**src/rtl/rms_pkg.sv**
```systemverilog
// Shared widths and constants for the windowed mean-square front end.
// Optional RMS_ROUND_EN: round-half-up mean instead of truncation.
package rms_pkg;

    localparam int SAMPLE_BITS_DEF = 8;
    localparam int LOG2_WINDOW_DEF = 4;
    localparam int WCNT_BITS       = 16;

    localparam int SQ_BITS     = 2*SAMPLE_BITS_DEF-1;
    localparam int ACC_BITS    = SQ_BITS+LOG2_WINDOW_DEF;
    localparam int WINDOW_LAST = (1 << LOG2_WINDOW_DEF)-1;

    typedef enum logic [1:0] {
        ACT_HOLD,
        ACT_ADD,
        ACT_CLOSE,
        ACT_CLEAR
    } acc_act_e;

    function automatic int sq_bits(input int s);
        return 2*s-1;
    endfunction

    function automatic int acc_bits(input int s, input int l);
        return 2*s-1+l;
    endfunction

    function automatic int cnt_bits(input int l);
        return (l == 0) ? 1 : l;
    endfunction

    function automatic int window_last(input int l);
        return (1 << l)-1;
    endfunction

    // Half of the window, added before the shift to round half up.
    function automatic int round_const(input int l);
        return (l == 0) ? 0 : (1 << (l-1));
    endfunction

endpackage

```
**src/rtl/rms_window_accumulator_square_stage.sv**
```systemverilog
// Stage 1: registered signed squarer with a valid flop.
// A synchronous clear drops the sample presented in that cycle.
module square_stage
    import rms_pkg::*;
#(
    parameter int SAMPLE_BITS = 8
) (
    input  logic                         clk,
    input  logic                         reset_n,
    input  logic                         clear,
    input  logic                         sample_valid,
    input  logic signed [SAMPLE_BITS-1:0] sample,
    output logic                         sq_valid,
    output logic [2*SAMPLE_BITS-2:0]     sq
);

    localparam int SQ_W = sq_bits(SAMPLE_BITS);

    logic signed [2*SAMPLE_BITS-1:0] s_ext;
    logic signed [2*SAMPLE_BITS-1:0] prod;
    logic [SQ_W-1:0]                 sq_d;
    logic [SQ_W-1:0]                 sq_q;
    logic                            vld_d;
    logic                            vld_q;

    assign s_ext = {{SAMPLE_BITS{sample[SAMPLE_BITS-1]}}, sample};
    assign prod  = s_ext * s_ext;

    // Top bit of the square is always 0 (max is 2^(2S-2)).
    assign sq_d  = prod[SQ_W-1:0];
    assign vld_d = sample_valid & ~clear;

    always_ff @(posedge clk or negedge reset_n) begin
        if (!reset_n) begin
            vld_q <= 1'b0;
            sq_q  <= '0;
        end else begin
            vld_q <= vld_d;
            if (vld_d) begin
                sq_q <= sq_d;
            end
        end
    end

    assign sq_valid = vld_q;
    assign sq       = sq_q;

    logic unused_ok;
    assign unused_ok = prod[2*SAMPLE_BITS-1];

endmodule

```
**src/rtl/rms_window_accumulator.sv**
```systemverilog
// Squares signed samples and emits the mean square of each 2^L window.
// Optional RMS_ROUND_EN: round-half-up mean instead of truncation.
module rms_window_accumulator
    import rms_pkg::*;
#(
    parameter int SAMPLE_BITS = 8,
    parameter int LOG2_WINDOW = 4,
    parameter int INPUT_BITS  = 2*SAMPLE_BITS
) (
    input  logic                          clk,
    input  logic                          reset_n,
    input  logic                          clear,
    input  logic                          sample_valid,
    input  logic signed [SAMPLE_BITS-1:0] sample,
    output logic                          start,
    output logic [INPUT_BITS-1:0]         radicand,
    output logic [WCNT_BITS-1:0]          window_count
);

    localparam int SQ_W  = sq_bits(SAMPLE_BITS);
    localparam int ACC_W = acc_bits(SAMPLE_BITS, LOG2_WINDOW);
    localparam int CNT_W = cnt_bits(LOG2_WINDOW);

    localparam logic [CNT_W-1:0] LAST =
        CNT_W'(window_last(LOG2_WINDOW));

`ifdef RMS_ROUND_EN
    localparam logic [ACC_W:0] RND =
        (ACC_W+1)'(round_const(LOG2_WINDOW));
`else
    localparam logic [ACC_W:0] RND = '0;
`endif

    logic                  sq_valid;
    logic [SQ_W-1:0]       sq;

    logic [ACC_W-1:0]      acc_q, acc_d;
    logic [CNT_W-1:0]      cnt_q, cnt_d;
    logic                  start_q, start_d;
    logic [INPUT_BITS-1:0] rad_q, rad_d;
    logic [WCNT_BITS-1:0]  wc_q, wc_d;

    logic [ACC_W:0]        sum;
    logic [ACC_W:0]        rounded;
    logic [ACC_W:0]        mean;
    acc_act_e              act;

    square_stage #(
        .SAMPLE_BITS (SAMPLE_BITS)
    ) u_sq (
        .clk          (clk),
        .reset_n      (reset_n),
        .clear        (clear),
        .sample_valid (sample_valid),
        .sample       (sample),
        .sq_valid     (sq_valid),
        .sq           (sq)
    );

    assign sum     = {1'b0, acc_q} + (ACC_W+1)'(sq);
    assign rounded = sum + RND;
    assign mean    = rounded >> LOG2_WINDOW;

    // Clear outranks a window close arriving in the same cycle.
    always_comb begin
        act = ACT_HOLD;
        if (clear) begin
            act = ACT_CLEAR;
        end else if (sq_valid && (cnt_q == LAST)) begin
            act = ACT_CLOSE;
        end else if (sq_valid) begin
            act = ACT_ADD;
        end
    end

    always_comb begin
        acc_d   = acc_q;
        cnt_d   = cnt_q;
        start_d = 1'b0;
        rad_d   = rad_q;
        wc_d    = wc_q;
        unique case (act)
            ACT_CLEAR: begin
                acc_d = '0;
                cnt_d = '0;
            end
            ACT_CLOSE: begin
                acc_d   = '0;
                cnt_d   = '0;
                start_d = 1'b1;
                rad_d   = INPUT_BITS'(mean);
                wc_d    = wc_q + 1'b1;
            end
            ACT_ADD: begin
                acc_d = sum[ACC_W-1:0];
                cnt_d = cnt_q + 1'b1;
            end
            default: begin
            end
        endcase
    end

    always_ff @(posedge clk or negedge reset_n) begin
        if (!reset_n) begin
            acc_q   <= '0;
            cnt_q   <= '0;
            start_q <= 1'b0;
            rad_q   <= '0;
            wc_q    <= '0;
        end else begin
            acc_q   <= acc_d;
            cnt_q   <= cnt_d;
            start_q <= start_d;
            rad_q   <= rad_d;
            wc_q    <= wc_d;
        end
    end

    assign start        = start_q;
    assign radicand     = rad_q;
    assign window_count = wc_q;

endmodule
```
**config.mk**
```make
export PLATFORM = sky130hd
export DESIGN_NAME = rms_window_accumulator
export DESIGN_NICKNAME = d
export VERILOG_FILES = /design/src/rtl/rms_pkg.sv /design/src/rtl/rms_window_accumulator_square_stage.sv /design/src/rtl/rms_window_accumulator.sv
export SDC_FILE = /design/constraint.sdc
export NUM_CORES = 1
export LEC_CHECK = 0
export CAP_MARGIN = 20
export CORE_ASPECT_RATIO = 0.7
export CORE_MARGIN = 5
export CORE_UTILIZATION = 57
export DETAILED_ROUTE_END_ITERATION = 8
export GPL_TIMING_DRIVEN = 0
export PLACE_DENSITY_LB_ADDON = 0.12
export SYNTH_ARGS = -nofsm -noshare
export SYNTH_HDL_FRONTEND = slang
export SYNTH_SLANG_ARGS = --single-unit
```
**constraint.sdc**
```tcl
create_clock -name clk -period 3 [get_ports clk]
set_input_delay 0.6 -clock clk [delete_from_list [all_inputs] [get_ports clk]]
set_output_delay 0.6 -clock clk [all_outputs]
set_load 0.03 [all_outputs]
```
# Yosys cells after proc, flatten, opt, wreduce, memory -nomap -nowiden
# Cells that the tools add are included.
op_classes:
  addsub: 3
  multipliers: 1
  eq_ne: 4
  muxes: 6
  bitwise_logic: 2
  reduce_logical: 3
op_table:
  columns: ["op", "count"]
  rows:
  - ["$pmux 19 s2", 1]
  - ["$add 19x15->20", 1]
  - ["$add 16x1->16 const B", 1]
  - ["$mul 8x8->15", 1]
  - ["$pmux 4 s2", 1]
  - ["$add 4x1->4 const B", 1]
  - ["$eq 2x2->1 const B", 2]
  - ["$eq 4x4->1 const B", 1]
  - ["$mux 2", 2]
  - ["$eq 2x1->1 const B", 1]
  - ["$mux 1", 2]
  - ["$reduce_bool 2->1", 1]
  - ["$reduce_or 2->1", 1]
  - ["$and 1x1->1", 1]
  - ["$logic_and 1x1->1", 1]
  - ["$not 1->1", 1]
word_totals:
  regBits: 72
  input_bits: 12
  word_cells: 26

# Longest topological paths before layout
logic_depth:
  depth_word: 7
  depth_mapped: 18

# By module
# From an unflattened synthesis, not the netlist that was laid out.
unflattened:
  hier_cells: 595
  area_unflattened_um2: 5559.1
by_module_without_submodules:
  columns: ["module", "instances", "cells_per_inst", "area_per_inst_um2", "seq_area_each_um2"]
  rows:
  - ["rms_window_accumulator", 1, 306, 3012.9, 1401.3]
  - ["square_stage", 1, 289, 2546.2, 375.4]

# Worst setup path after synthesis
# No wires, ideal clock.
synth_path:
  path_kind: "input port to flip-flop"
  start: "in sample[2]"
  end: "reg u_sq.sq_q[13], in the netlist u_sq.sq[13]"
  setup_time_ns: 0.124
  arrival_ns: 4.278
  slack_ns: -1.402
  path_stages: 14
  n_path_buf: 1
  path_cell_list: "clkbuf_1 -> and2_1 -> fa_1 -> inv_1 -> fa_1 -> inv_1 -> fa_1 -> inv_1 -> fa_1 -> inv_1 -> ha_1 -> nor3_1 -> a221o_1 -> a211o_1"
synth_between:
  elab_chain_len: 1
synth_rtl:
  columns: ["element", "line", "text"]
  rows:
  - ["from (decl)", "rms_window_accumulator.sv:14", "input logic signed [SAMPLE_BITS-1:0] sample,"]
  - ["$mul 8x8->15", "rms_window_accumulator_square_stage.sv:27", "assign prod = s_ext * s_ext;"]
  - ["to (signal assigned)", "rms_window_accumulator_square_stage.sv:40", "sq_q <= sq_d;"]
  - ["to (decl)", "rms_window_accumulator_square_stage.sv:22", "logic [SQ_W-1:0] sq_q;"]
# Every way passes these cells.
# A chain may end at the register's enable or synchronous reset.

# Worst setup path after layout
layout_path:
  start: "in sample[2]"
  end: "reg u_sq.sq_q[12], in the netlist u_sq.sq[12]"
# The elaborated chain is that of the path after synthesis.

==> flow_metrics.env <==
export IMPL_ys_types=50
export IMPL_grt_start_max_net_pins=72
export IMPL_drt_iter0_drc=252
export IMPL_holdBufCountCts=0
export IMPL_setup_ws_ps=-1040
export IMPL_timing_hold_violations_final=0
export IMPL_synth_edff_count=0
export IMPL_synthFlopType="dfrtp_1"
export IMPL_p_switching_uw=1880
export IMPL_rr_endpoint="radicand[10]"
export IMPL_clockBufferDepth=2
export IMPL_cts_buffers_inserted=9
export IMPL_hold_path_class="input port to asynchronous set/reset pin"
export IMPL_combPwrFrac_pct=53.8
export IMPL_hold_slack_ps=379
export IMPL_placedInstanceArea_um2=6170
export IMPL_cellPowerDensity_nw_per_um2=722
export IMPL_crit_path_cell_trace="buf_8 -> clkbuf_16 -> nand2_4 -> inv_2 -> fa_1 -> fa_1 -> fa_1 -> inv_2 -> fa_1 -> inv_2 -> ha_4 -> inv_2 -> a21oi_2 -> o31a_1 -> o21a_1 -> o21a_1 -> o31ai_2"
export IMPL_end_kind="flop"
export IMPL_drv_slew=0
export IMPL_cts_htree_levels=3
export IMPL_finClkSkew_ps=3.17
export IMPL_syn_to_final_growth_pct=28.2
export IMPL_synth_seq_cells=71
export IMPL_netlist_instances=548
export IMPL_vdd_drop_max_uv=514
export IMPL_rows=29
export IMPL_r2r_start="u_sq.sq[0]"
export IMPL_fin_util_pct=75.7
export IMPL_yosysSeqAreaShare_pct=32.9
export IMPL_avgSynthCellArea_um2=9.85
export IMPL_finalNonFillerCells=756
export IMPL_core_area_um2=9140
export IMPL_period_needed_ps=4040
export IMPL_fin_area_um2=6920
export IMPL_first_global_vias=4339
export IMPL_cts_tree="done"
export IMPL_worst_pin_slew_ps=879
export IMPL_first_pass_iters=4
export IMPL_grt_use_total_pct=21.7
export IMPL_leakagePower_uw=0.00328
export IMPL_clk_insertion_delay_late_ps=330
export IMPL_crit_required_ps=3240
export IMPL_drc=0
export IMPL_critical_path_class="input port to flop"
export IMPL_reg2reg_slack_ps=540
export IMPL_worst_path_max_fanout=4
export IMPL_reg2reg_depth=9
export IMPL_post_route_period_util_pct=135
export IMPL_finalPower_uw=4990
export IMPL_path_delay_family="adder cells"
export IMPL_crit_buf_inv=6
export IMPL_die_h_um=91.4
export IMPL_drive_above_1_share_pct=22.0
export IMPL_n_fill_cell=653
export IMPL_grt_setup_unrepaired="yes"
export IMPL_pwr_share_clk_pct=23.0
export IMPL_status="finished, violations left"
export IMPL_cp_slowest_cell="fa_1"
export IMPL_port_buffers=43
export IMPL_vias_per_cell=5.47
export IMPL_fin_nets=721
export IMPL_syn_nets=642
export IMPL_synth_warnings=0
export IMPL_failed_checks="setup timing"
export IMPL_wl_per_cell_um=15.9
export IMPL_grt_overflow_total=0
export IMPL_die_w_um=126
export IMPL_crit_path_start_kind="input port"
export IMPL_placed_cells=715
export IMPL_slew_headroom_pct=41.4
export IMPL_maxCapViolCount=0
export IMPL_intPower_uw=3110
export IMPL_cp_slowest_stage_delay_ps=560
export IMPL_start_util_pct=59.0
export IMPL_die_area_um2=11500
export IMPL_ant_nets=0
export IMPL_drt_total_wl_um=12100
export IMPL_swShare_pct=37.7
export IMPL_dp_hpwl_um=8840
export IMPL_setup_violations=10
export IMPL_arrival_ps=4270
export IMPL_gp_congestion=0.897
export IMPL_cts_root_buf="clkbuf_16"
export IMPL_clkTransAtPathRegs_ps=50
export IMPL_io_pins=45
export IMPL_grt_pass1_wl_um=20500
export IMPL_numClockSinks=71
export IMPL_antenna_found_initial=0
export IMPL_p_seq_share_pct=23.2
export IMPL_async_reset_ff_share_pct=100
export IMPL_vias=4136
export IMPL_netlist_area_um2=5400
export IMPL_max_freq_ghz=0.248
export IMPL_num_antenna_cells=0
[power groups by stage]
stage / registers, uW / clock network (uW) / logic (uW)
2_1_floorplan: 1150 / 0 / 1810
3_3_place_gp: 1170 / 0 / 2150
3_5_place_dp: 1170 / 0 / 2240
4_1_cts: 1160 / 1160 / 2540
5_1_grt: 1170 / 1210 / 2980
6_report: 1160 / 1150 / 2690
[per-layer routing]
layer	share of wire, %	track usage (%)	vias to the layer above
met5	0	0	-
met4	1.1	3.66	0
met3	4.6	6.22	13
met2	47	34.5	72
met1	48	30.4	2070
li1	-	-	1981
[worst register-to-register path, stage by stage (launching register included)]
cell and delay, ps:
dfrtp_1 400, ha_1 230, ha_1 210, a21o_1 180
a21oi_1 340, o211a_1 240, o21a_1 180, o21ai_0 120
xor2_1 190, mux2_2 280
[stage by stage]
step	TNS (ps)	worst slack (ps)
5_1_grt	-7710	-1160
3_3_place_gp	-88060	-2020
3_5_place_dp	-15950	-2090
6_report	-6770	-1040
2_1_floorplan	-6980	-1130
4_1_cts	-7010	-1120
[cells in the final DEF, fill, tap and decap left out, types with 4 or more instances in the layout]
| master | synthesis | layout |
|---|---|---|
| a21o_1 | 9 | 9 |
| a21oi_1 | 25 | 22 |
| a22o_1 | 14 | 14 |
| a31oi_1 | 6 | 5 |
| and2_1 | 19 | 9 |
| and2_4 | 0 | 10 |
| and3_1 | 6 | 6 |
| buf_12 | 0 | 5 |
| buf_4 | 0 | 25 |
| clkbuf_1 | 12 | 13 |
| clkbuf_16 | 0 | 11 |
| clkdlybuf4s50_1 | 0 | 34 |
| dfrtp_1 | 71 | 71 |
| fa_1 | 43 | 39 |
| fa_2 | 0 | 4 |
| ha_1 | 39 | 27 |
| ha_4 | 0 | 12 |
| inv_1 | 81 | 62 |
| inv_2 | 0 | 17 |
| mux2_2 | 12 | 12 |
| nand2_1 | 49 | 46 |
| nand2b_1 | 5 | 5 |
| nand3_1 | 6 | 6 |
| nor2_1 | 27 | 23 |
| nor2_2 | 0 | 4 |
| nor3_1 | 4 | 4 |
| o211ai_1 | 4 | 4 |
| o21a_1 | 6 | 6 |
| o21ai_0 | 23 | 15 |
| o21ai_2 | 0 | 5 |
| xnor2_1 | 28 | 27 |
| xor2_1 | 14 | 14 |
[sequential cells by signal (all words and copies together), names as in the netlist]
| signal | count |
|---|---|
| u_sq.sq_valid | 1 |
| start | 1 |
| cnt_q | 4 |
| u_sq.sq | 14 |
| acc_q | 19 |
| radicand | 16 |
| window_count | 16 |
[worst max path at each step]
| stage | cells past startpoint | slack, ps | endpoint | start |
|---|---|---|---|---|
| 6_report | 17 | -1040 | u_sq.sq[12] | sample[2] |
| 5_1_grt | 17 | -1160 | u_sq.sq[12] | sample[2] |
| 4_1_cts | 19 | -1120 | u_sq.sq[13] | sample[0] |
| 3_5_place_dp | 14 | -2090 | u_sq.sq[13] | sample[7] |
| 3_3_place_gp | 14 | -2020 | u_sq.sq[13] | sample[7] |
| 2_1_floorplan | 16 | -1130 | u_sq.sq[12] | sample[0] |
[cell type report]
cell class | instances | area [um^2] | area share (%)
Tap cell | 124 | 155 | 2.24
Sequential cell | 71 | 1780 | 25.7
Multi-Input combinational cell | 382 | 3570 | 51.7
Inverter | 81 | 312 | 4.50
Timing Repair Buffer | 69 | 706 | 10.2
Clock inverter | 3 | 65.1 | 0.940
Clock buffer | 13 | 260 | 3.76
Buffer | 13 | 70.1 | 1.01
[Yosys cell counts (all sizes together), types with 5 or more instances]
cell	instances	share of area (%)
a21o	9	1.3
nor3	6	0.86
a21oi	25	2.3
nand3	6	0.56
inv	81	5.6
mux2	12	2.5
and2	19	2.2
and3	6	0.70
xor2	14	2.3
clkbuf	12	0.83
xnor2	28	4.5
nand2	49	3.4
ha	39	9.0
a31oi	6	0.70
dfrtp	71	33
a22o	14	2.3
o21ai	23	2.1
nand2b	5	0.58
o21a	6	0.83
fa	43	16
nor2	27	1.9
[cell families after synthesis]
family | Yosys count | synth area share (%)
flip-flops | 71 | 32.9
multiplexers | 12 | 2.50
buffers and inverters | 95 | 6.61
AO/OA/AOI/OAI | 109 | 13.5
adder cells (fa/ha/maj) | 82 | 25.0
XOR/XNOR | 42 | 6.82
AND/OR/NAND/NOR | 137 | 12.7
[repair_timing]
| action | CTS | global route |
|---|---|---|
| setup endpoints to repair | 10 | 10 |
| pin swaps | 36 | 15 |
| buffers inserted | 16 | 10 |
| gates resized for setup | 83 | 28 |
| cloned | 0 | 1 |
Power figures use the tool's default switching activity.
